[src/rtl/brew_counter_pkg.sv]
// Shared types for the brew counter: controller states and terminal-mode codes.
package brew_counter_pkg;

    typedef enum logic [1:0] {
        IDLE = 2'b00,
        RUN  = 2'b01,
        HOLD = 2'b10,
        DONE = 2'b11
    } state_t;

    localparam logic [1:0] MODE_SAT    = 2'b00;
    localparam logic [1:0] MODE_WRAP   = 2'b01;
    localparam logic [1:0] MODE_RELOAD = 2'b10;

endpackage

[src/rtl/brew_tick_gen.sv]
// Prescaler: raises tick on the run cycle whose count is PRESCALE-1, then restarts at 0.
module brew_tick_gen
    import brew_counter_pkg::*;
#(
    parameter int PRESCALE = 50000000
) (
    input  logic clk,
    input  logic rst,
    input  logic run,
    input  logic clear,
    output logic tick
);

    localparam int PW = (PRESCALE > 1) ? $clog2(PRESCALE) : 1;
    localparam logic [PW-1:0] LAST = PW'(PRESCALE - 1);
    localparam logic [PW-1:0] ONE  = PW'(1);

    logic [PW-1:0] count_q;
    logic [PW-1:0] count_d;

    // NOTE: every always_comb output gets a default first so no path can infer a latch.
    always_comb begin
        tick    = run && !clear && (count_q == LAST);
        count_d = count_q;
        if (clear || tick) begin
            count_d = '0;
        end else if (run) begin
            count_d = count_q + ONE;
        end
    end

    // NOTE: sequential state uses non-blocking assignments only; blocking belongs in always_comb.
    always_ff @(posedge clk or posedge rst) begin
        if (rst) begin
            count_q <= '0;
        end else begin
            count_q <= count_d;
        end
    end

endmodule

[src/rtl/brew_counter.sv]
// Prescaled up/down counter with saturate, wrap and auto-reload terminal modes.
module brew_counter
    import brew_counter_pkg::*;
#(
    parameter int WIDTH    = 8,
    parameter int PRESCALE = 50000000
) (
    input  logic             brew_counter_clock,
    input  logic             brew_counter_rst,
    input  logic             brew_counter_ld,
    input  logic             brew_counter_en,
    input  logic             brew_counter_ud,
    input  logic [1:0]       brew_counter_mode,
    input  logic [WIDTH-1:0] brew_counter_pre_value,
    input  logic [WIDTH-1:0] brew_counter_limit,
    output logic [WIDTH-1:0] brew_counter_cnt_value,
    output logic             brew_counter_tc,
    output logic             brew_counter_busy
);

    localparam logic [WIDTH-1:0] ONE = WIDTH'(1);

    state_t           state_q, state_d;
    logic [WIDTH-1:0] cnt_q, cnt_d;
    logic             tc_q, tc_d;
    logic             busy_q, busy_d;
    logic             tick;
    logic             terminal;

    // Load restarts the prescaler as well, so a pending tick is discarded.
    brew_tick_gen #(
        .PRESCALE(PRESCALE)
    ) u_tick_gen (
        .clk   (brew_counter_clock),
        .rst   (brew_counter_rst),
        .run   (state_q == RUN),
        .clear (brew_counter_ld || state_q == IDLE || state_q == DONE),
        .tick  (tick)
    );

    always_comb begin
        state_d  = state_q;
        cnt_d    = cnt_q;
        tc_d     = 1'b0;
        terminal = brew_counter_ud ? (cnt_q == '0) : (cnt_q == brew_counter_limit);

        if (brew_counter_ld) begin
            cnt_d   = brew_counter_pre_value;
            state_d = IDLE;
        end else begin
            unique case (state_q)
                IDLE: if (brew_counter_en) state_d = RUN;
                RUN: begin
                    if (tick && !terminal) begin
                        cnt_d = brew_counter_ud ? cnt_q - ONE : cnt_q + ONE;
                    end else if (tick) begin
                        tc_d = 1'b1;
                        case (brew_counter_mode)
                            MODE_WRAP:   cnt_d = brew_counter_ud ? brew_counter_limit : '0;
                            MODE_RELOAD: cnt_d = brew_counter_pre_value;
                            default:     state_d = DONE;
                        endcase
                    end
                    // The tick of this cycle still counts even when en drops with it.
                    if (state_d == RUN && !brew_counter_en) state_d = HOLD;
                end
                HOLD: if (brew_counter_en) state_d = RUN;
                DONE: state_d = DONE;
                default: state_d = IDLE;
            endcase
        end

        busy_d = (state_d == RUN) || (state_d == HOLD);
    end

    always_ff @(posedge brew_counter_clock or posedge brew_counter_rst) begin
        if (brew_counter_rst) begin
            state_q <= IDLE;
            cnt_q   <= '0;
            tc_q    <= 1'b0;
            busy_q  <= 1'b0;
        end else begin
            state_q <= state_d;
            cnt_q   <= cnt_d;
            tc_q    <= tc_d;
            busy_q  <= busy_d;
        end
    end

    assign brew_counter_cnt_value = cnt_q;
    assign brew_counter_tc        = tc_q;
    assign brew_counter_busy      = busy_q;

endmodule

[config.mk]
export PLATFORM = sky130hd
export DESIGN_NAME = brew_counter
export DESIGN_NICKNAME = d
export VERILOG_FILES = /design/src/rtl/brew_counter_pkg.sv /design/src/rtl/brew_tick_gen.sv /design/src/rtl/brew_counter.sv
export SDC_FILE = /design/constraint.sdc
export NUM_CORES = 1
export LEC_CHECK = 0
export ABC_AREA = 1
export BUFFER_PORTS_ARGS = -buffer_cell sky130_fd_sc_hd__buf_2
export CORE_MARGIN = 1
export CORE_UTILIZATION = 23
export CTS_CLUSTER_SIZE = 28
export DETAILED_ROUTE_END_ITERATION = 12
export HOLD_SLACK_MARGIN = 0.1
export PLACE_DENSITY = 0.44
export SLEW_MARGIN = 20
export SYNTH_ARGS = -nofsm -noshare
export SYNTH_HDL_FRONTEND = slang
export SYNTH_SLANG_ARGS = --single-unit
[constraint.sdc]
create_clock -name brew_counter_clock -period 2.4 [get_ports brew_counter_clock]
set_clock_uncertainty 0.05 [all_clocks]
set_input_delay 0.24 -clock brew_counter_clock [delete_from_list [all_inputs] [get_ports brew_counter_clock]]
set_output_delay 0.24 -clock brew_counter_clock [all_outputs]
set_load 0.05 [all_outputs]
Word level (Yosys, flattened, before mapping)
Cells that the tools add are included.

word-level totals
  output and inout port bits = 10
  input port bits = 23
  logic and storage cells = 61
  flip-flop bits (word level) = 38

operators by class
  reduce and logical (&&, ||, !) cells = 20
  eq/ne operators = 10
  add/subtract/negate cells = 3
  multiplexer cells = 23

operators with widths
  kind                                                                number
  26-bit 2-to-1 mux                                                   2
  8-bit 2-to-1 mux                                                    6
  26-bit by 1-bit adder with 26-bit output, second input constant     1
  26-bit == test, second input constant                               1
  2-bit 2-to-1 mux                                                    8
  8-bit one-hot mux with 2 select lines                               1
  8-bit by 1-bit adder with 8-bit output, second input constant       1
  2-bit by 1-bit == test with 1-bit output, second input constant     4
  2-bit == test, second input constant                                4
  8-bit == test                                                       1
  8-bit logical NOT                                                   1
  8-bit by 1-bit subtractor with 8-bit output, second input constant  1
  2-bit one-hot mux with 3 select lines                               1
  1-bit 2-to-1 mux                                                    5
  1-bit logical AND                                                   4
  1-bit logical OR                                                    4
  2-bit nonzero test                                                  2
  4-bit nonzero test                                                  1
  2-bit OR reduction                                                  2
  1-bit logical NOT                                                   3
  3-bit AND reduction                                                 1
  3-bit nonzero test                                                  1
  2-bit logical NOT                                                   1

Logic depth before layout (Yosys ltp)
  depth after elaboration = 17
  mapped depth = 13
  depth with buffers taken out = 13

Hierarchy
From an unflattened synthesis, not the netlist that was laid out.

second synthesis, totals
  cell total of the unflattened synthesis = 516
  area, all modules = 3,244.4 µm²

modules (own cells, without submodules)
  module         area an instance (µm²)  seq. area each (µm²)  cells each  times used
  brew_tick_gen  1,841.8                 650.6                 289         1
  brew_counter   1,402.6                 300.3                 227         1

Least setup slack after synthesis
OpenSTA, ideal clock, no wires.

  path type = flip-flop to flip-flop
  start point = register cnt_q[0] (netlist: brew_counter_cnt_value[0])
  end point = register cnt_q[4] (netlist: brew_counter_cnt_value[4])
  slack = 0.391 ns
  required time = 2.284 ns
  period minus slack after synthesis = 2.009 ns
  arrival = 1.893 ns
  path buffers = 0
  cell stages (with the launch flop) = 11
  path through = dfrtp_1 > inv_1 > fa_1 > inv_1 > nand3_1 > nand2_1 > xor2_1 > nand3_1 > nand3_1 > nand2_1 > nand2_1

on the way
  word-level cells in the longest chain between the ends = 7
  elaborated cells between the ends (all ways) = 14

ends and longest elaborated chain
  element                                                                                         line                text
  start, declared                                                                                 brew_counter.sv:24  logic [WIDTH-1:0] cnt_q, cnt_d;
  start signal, assigned                                                                          brew_counter.sv:84  cnt_q <= cnt_d;
  parallel branches: the longest is 7 deep, another holds 8-bit by 1-bit adder with 8-bit output  --

Several ways; the timed one is not identified. The select of a mux whose other input is x is not followed.
A chain may end at the register's enable or synchronous reset.

Worst setup path in the final report
  start point = register u_tick_gen.count_q[1]
  end point = register cnt_q[0] (netlist: brew_counter_cnt_value[0])

on the way
  word-level cells in the longest chain between the ends = 6
  elaborated cells between the ends (all ways) = 9

ends and longest elaborated chain
  element                 line                 text
  start, declared         brew_tick_gen.sv:18  logic [PW-1:0] count_q;
  start signal, assigned  brew_tick_gen.sv:37  count_q <= count_d;
  26-bit == test (*)      brew_tick_gen.sv:23  tick = run && !clear && (count_q == LAST);
  1-bit logical AND (*)   brew_tick_gen.sv:23
  1-bit logical AND       brew_counter.sv:54   if (tick && !terminal) begin
  8-bit 2-to-1 mux        brew_counter.sv:54
  8-bit 2-to-1 mux        brew_counter.sv:51   unique case (state_q)
  8-bit 2-to-1 mux        brew_counter.sv:47   if (brew_counter_ld) begin

Every way passes the cells marked *; elsewhere a longest branch is shown, timed or not. The select of a mux whose other input is x is not followed.

==> key figures <==
Pwr
  – Pwr per Cell Area: slightly above 500 mW/mm^2
  – Seq pwr share: 0.371
  – Leakage Power: around 1.7 nW
  – Internal Power: between 0.001 and 0.0015 W
  – Clock power frac: 0.407
  – Max IR drop VDD: 0.0002998 V
  – NetSw: between 0.0005 and 0.0006 W
  – Switch share: 0.3106
  – Power share of the combinational group: 0.222

Finish
  – Final nets: ~550
  – Synthesis-to-finish area growth: 21.18%
  – Most common cell after layout, fill and taps aside: nand2_1
  – N_diodes: 0
  – Most frequent cells in the layout: nand2_1, inv_1, nor2_1
  – Fill count: roughly 1,500
  – Share of cells above drive strength 1: 0.1324

Placement
  – PortBufs: 32
  – GPL Wtd Cong: ~0.84
  – Post-DP HPWL: approximately 7000 um

Synthesis
  – Cells after Synth: roughly 470
  – Post-synthesis cell type count: 34
  – Mapped cell area: between 0.002 and 0.003 mm^2
  – Mapped Avg Cell Area: roughly 6.3 um^2
  – Synth Net Count: about 500
  – Sequential area share after synthesis: 0.3193
  – Synth warn: 0
  – Yosys reg bits: 38

Clock network
  – Clk buf depth: 2
  – Number of buffers created by CTS: 5
  – TritonCTS sink count: 38
  – CTS tree: built
  – H-tree depth: 2
  – Postcts setup bufs: 0
  – Clock Pin Slew Worst Setup and Hold Paths: 0.06 ns
  – Skew-Pair Late Insertion Delay: approximately 0.28 ns
  – Root Buffer: clkbuf_16

Flow run
  – Number of max-cap violations: 0

Die
  – Die Ht: 115.8 um
  – Die area: 0.01341 mm^2
  – Rows: 41
  – Die width: 115.8 um
  – Top Ports: 33
  – Starting Density: 0.2360
  – Core ar.: 0.01262 mm^2

Drt
  – Top routing layer in use: met4
  – Antenna Nets Post-Route: 0
  – Remaining DRCs: 0
  – Total wire length: 8863 um
  – DR iter-0 viols: 170
  – Met3 WL: approximately 400 um
  – Wirelength per Cell: about 13 um
  – Via Count: just over 3,000
  – Pre-antenna DRT Iters: 4
  – Met2 Wirelength: 4250 um
  – Via density: approximately 4.5
  – Met1 WL: 4156 um

Status
  – Status: completed

Critical path
  – Top delay family on crit path: simple AND/OR/NAND/NOR gates
  – Critical path capture point type: flop
  – Critical-path cell list: ha_1 -> nand2_1 -> nor2_2 -> nand2_1 -> nor2_1 -> nand3_1 -> nor2_2 -> nand2_1 -> a21oi_1 -> nand2_1 -> nand2_1
  – Critical Path AT: approximately 2.3 ns
  – WS Path Type: flop to flop
  – CP Max Fanout: 8
  – Largest stage delay on the critical path: roughly 0.4 ns
  – Most common cell on crit path: nand2_1
  – Startpoint Class: flop
  – Crit path required time: between 2 and 3 ns
  – Crit path max-delay cell type: dfrtp_1
  – Crit path buffers/inverters: 0

Global route
  – Largest net degree at the start of global routing: 39
  – Vias in the first global route: ~3,000
  – Remaining Overflow, GRT: 0
  – Initial antenna violation count: 0
  – Total GRT Usage: 0.1414
  – Global-route wire length before repair: 14,790 um

STA
  – Final hold violation count: 0
  – Final slew viol count: 0
  – RSZ-0062 raised after global routing: no
  – Sum of negative setup slack: 0 ns
  – Final period util: 0.9071
  – Max Fclk: 0.4593 GHz
  – Crit path time final: 2.177 ns
  – Worst Tran Pin Value: about 0.54 ns
  – # setup viols final: 0
  – Max-slew headroom: 0.6415
  – Hold Slack: 0.1667 ns

Worst hold path
  – Hold crit path type: input pin to flop
## flip-flops by register name, summed over array words and instances, names as in the netlist
register	count
state_q	2
u_tick_gen.count_q	26
brew_counter_tc	1
brew_counter_cnt_value	8
brew_counter_busy	1
## Yosys cell counts (all sizes together)
cell type	instances	area, um^2
nand2	135	509.2
inv	70	262.8
nor2	64	245.2
nand3	53	280.3
dfrtp	38	950.9
a21oi	33	168.9
nor3	17	101.4
o21ai	15	75.07
ha	8	100.1
nand4	8	50.05
o31ai	7	52.55
buf	4	22.52
xor2	4	35.03
nor4	3	18.77
clkbuf	2	8.750
or2	2	12.51
a21o	1	7.510
a31oi	1	6.260
a32o	1	10.01
and3	1	7.510
clkinv	1	3.750
fa	1	20.02
o211ai	1	12.51
o21bai	1	7.510
xnor2	1	8.760
## routing by layer
layer  global-route usage  vias up
li1                     -     1617
met4              0.02308        0
met3              0.02144        7
met1               0.1906     1415
met2               0.2421       70
met5                    0        -
## power by group through the flow
stage	logic [W]	clock network, W	registers, W
6_report	0.000415	0.000759	0.000693
5_1_grt	0.000473	0.000799	0.000695
4_1_cts	0.000421	0.000777	0.000692
3_5_place_dp	0.000417	0	0.000704
3_3_place_gp	0.000416	0	0.000704
2_1_floorplan	0.000235	0	0.000751
## cell families after synthesis
group | synth area share
AO/OA/AOI/OAI | 0.1143
XOR/XNOR | 0.01471
adder cells (fa/ha/maj) | 0.04034
buffers and inverters | 0.09999
flip-flops | 0.3193
AND/OR/NAND/NOR | 0.4113
## final timing paths
check / start / endpoint / slack, ns / cells after the start
min: brew_counter_en / brew_counter_busy$_DFF_PP0_ / 0.17 / 3
max in group asynchronous: brew_counter_rst / u_tick_gen.count_q[12]$_DFFE_PP0P_ / 1.37 / 4
max reg2reg: u_tick_gen.count_q[1]$_DFFE_PP0P_ / brew_counter_cnt_value[0]$_DFFE_PP0P_ / 0.22 / 11
min reg2reg: u_tick_gen.count_q[18]$_DFFE_PP0P_ / u_tick_gen.count_q[18]$_DFFE_PP0P_ / 0.43 / 1
min in group asynchronous: brew_counter_rst / u_tick_gen.count_q[2]$_DFFE_PP0P_ / 0.58 / 4
max: u_tick_gen.count_q[1]$_DFFE_PP0P_ / brew_counter_cnt_value[0]$_DFFE_PP0P_ / 0.22 / 11
## repair_timing
item                                   CTS  global route
gates resized for setup                  0             1
hold buffers                             2             0
endpoints found under the hold margin   40             0
setup endpoints to repair                0             5
## per-stage QoR
stage / instances / area, um^2 / setup WS (ns) / total power (W) / util
floorplan: 472 / 2978 / 0.3910 / 0.0009861 / -
CTS: 693 / 3606 / 0.1298 / 0.001890 / 0.2857
global route: 693 / 3608 / 0.02675 / 0.001968 / 0.2859
detailed placement: 683 / 3420 / 0.1405 / 0.001121 / 0.2710
finish: 693 / 3608 / 0.2229 / 0.001867 / 0.2859
global placement: 683 / 3420 / 0.2528 / 0.001119 / 0.2710
## layout make-up
cell class | instances | area [um^2] | share of cell area
Sequential cell | 38 | 950.9 | 0.2635
Inverter | 71 | 266.5 | 0.07386
Timing Repair Buffer | 47 | 277.8 | 0.07698
Multi-Input combinational cell | 357 | 1732 | 0.4799
Clock inverter | 2 | 37.54 | 0.01040
Tap cell | 172 | 215.2 | 0.05964
Clock buffer | 6 | 128.9 | 0.03571
## tightest hold or removal path, stage by stage
cell and delay [ns]:
buf_2 0.10, o211ai_2 0.08, inv_1 0.05
Power figures use the tool's default switching activity.
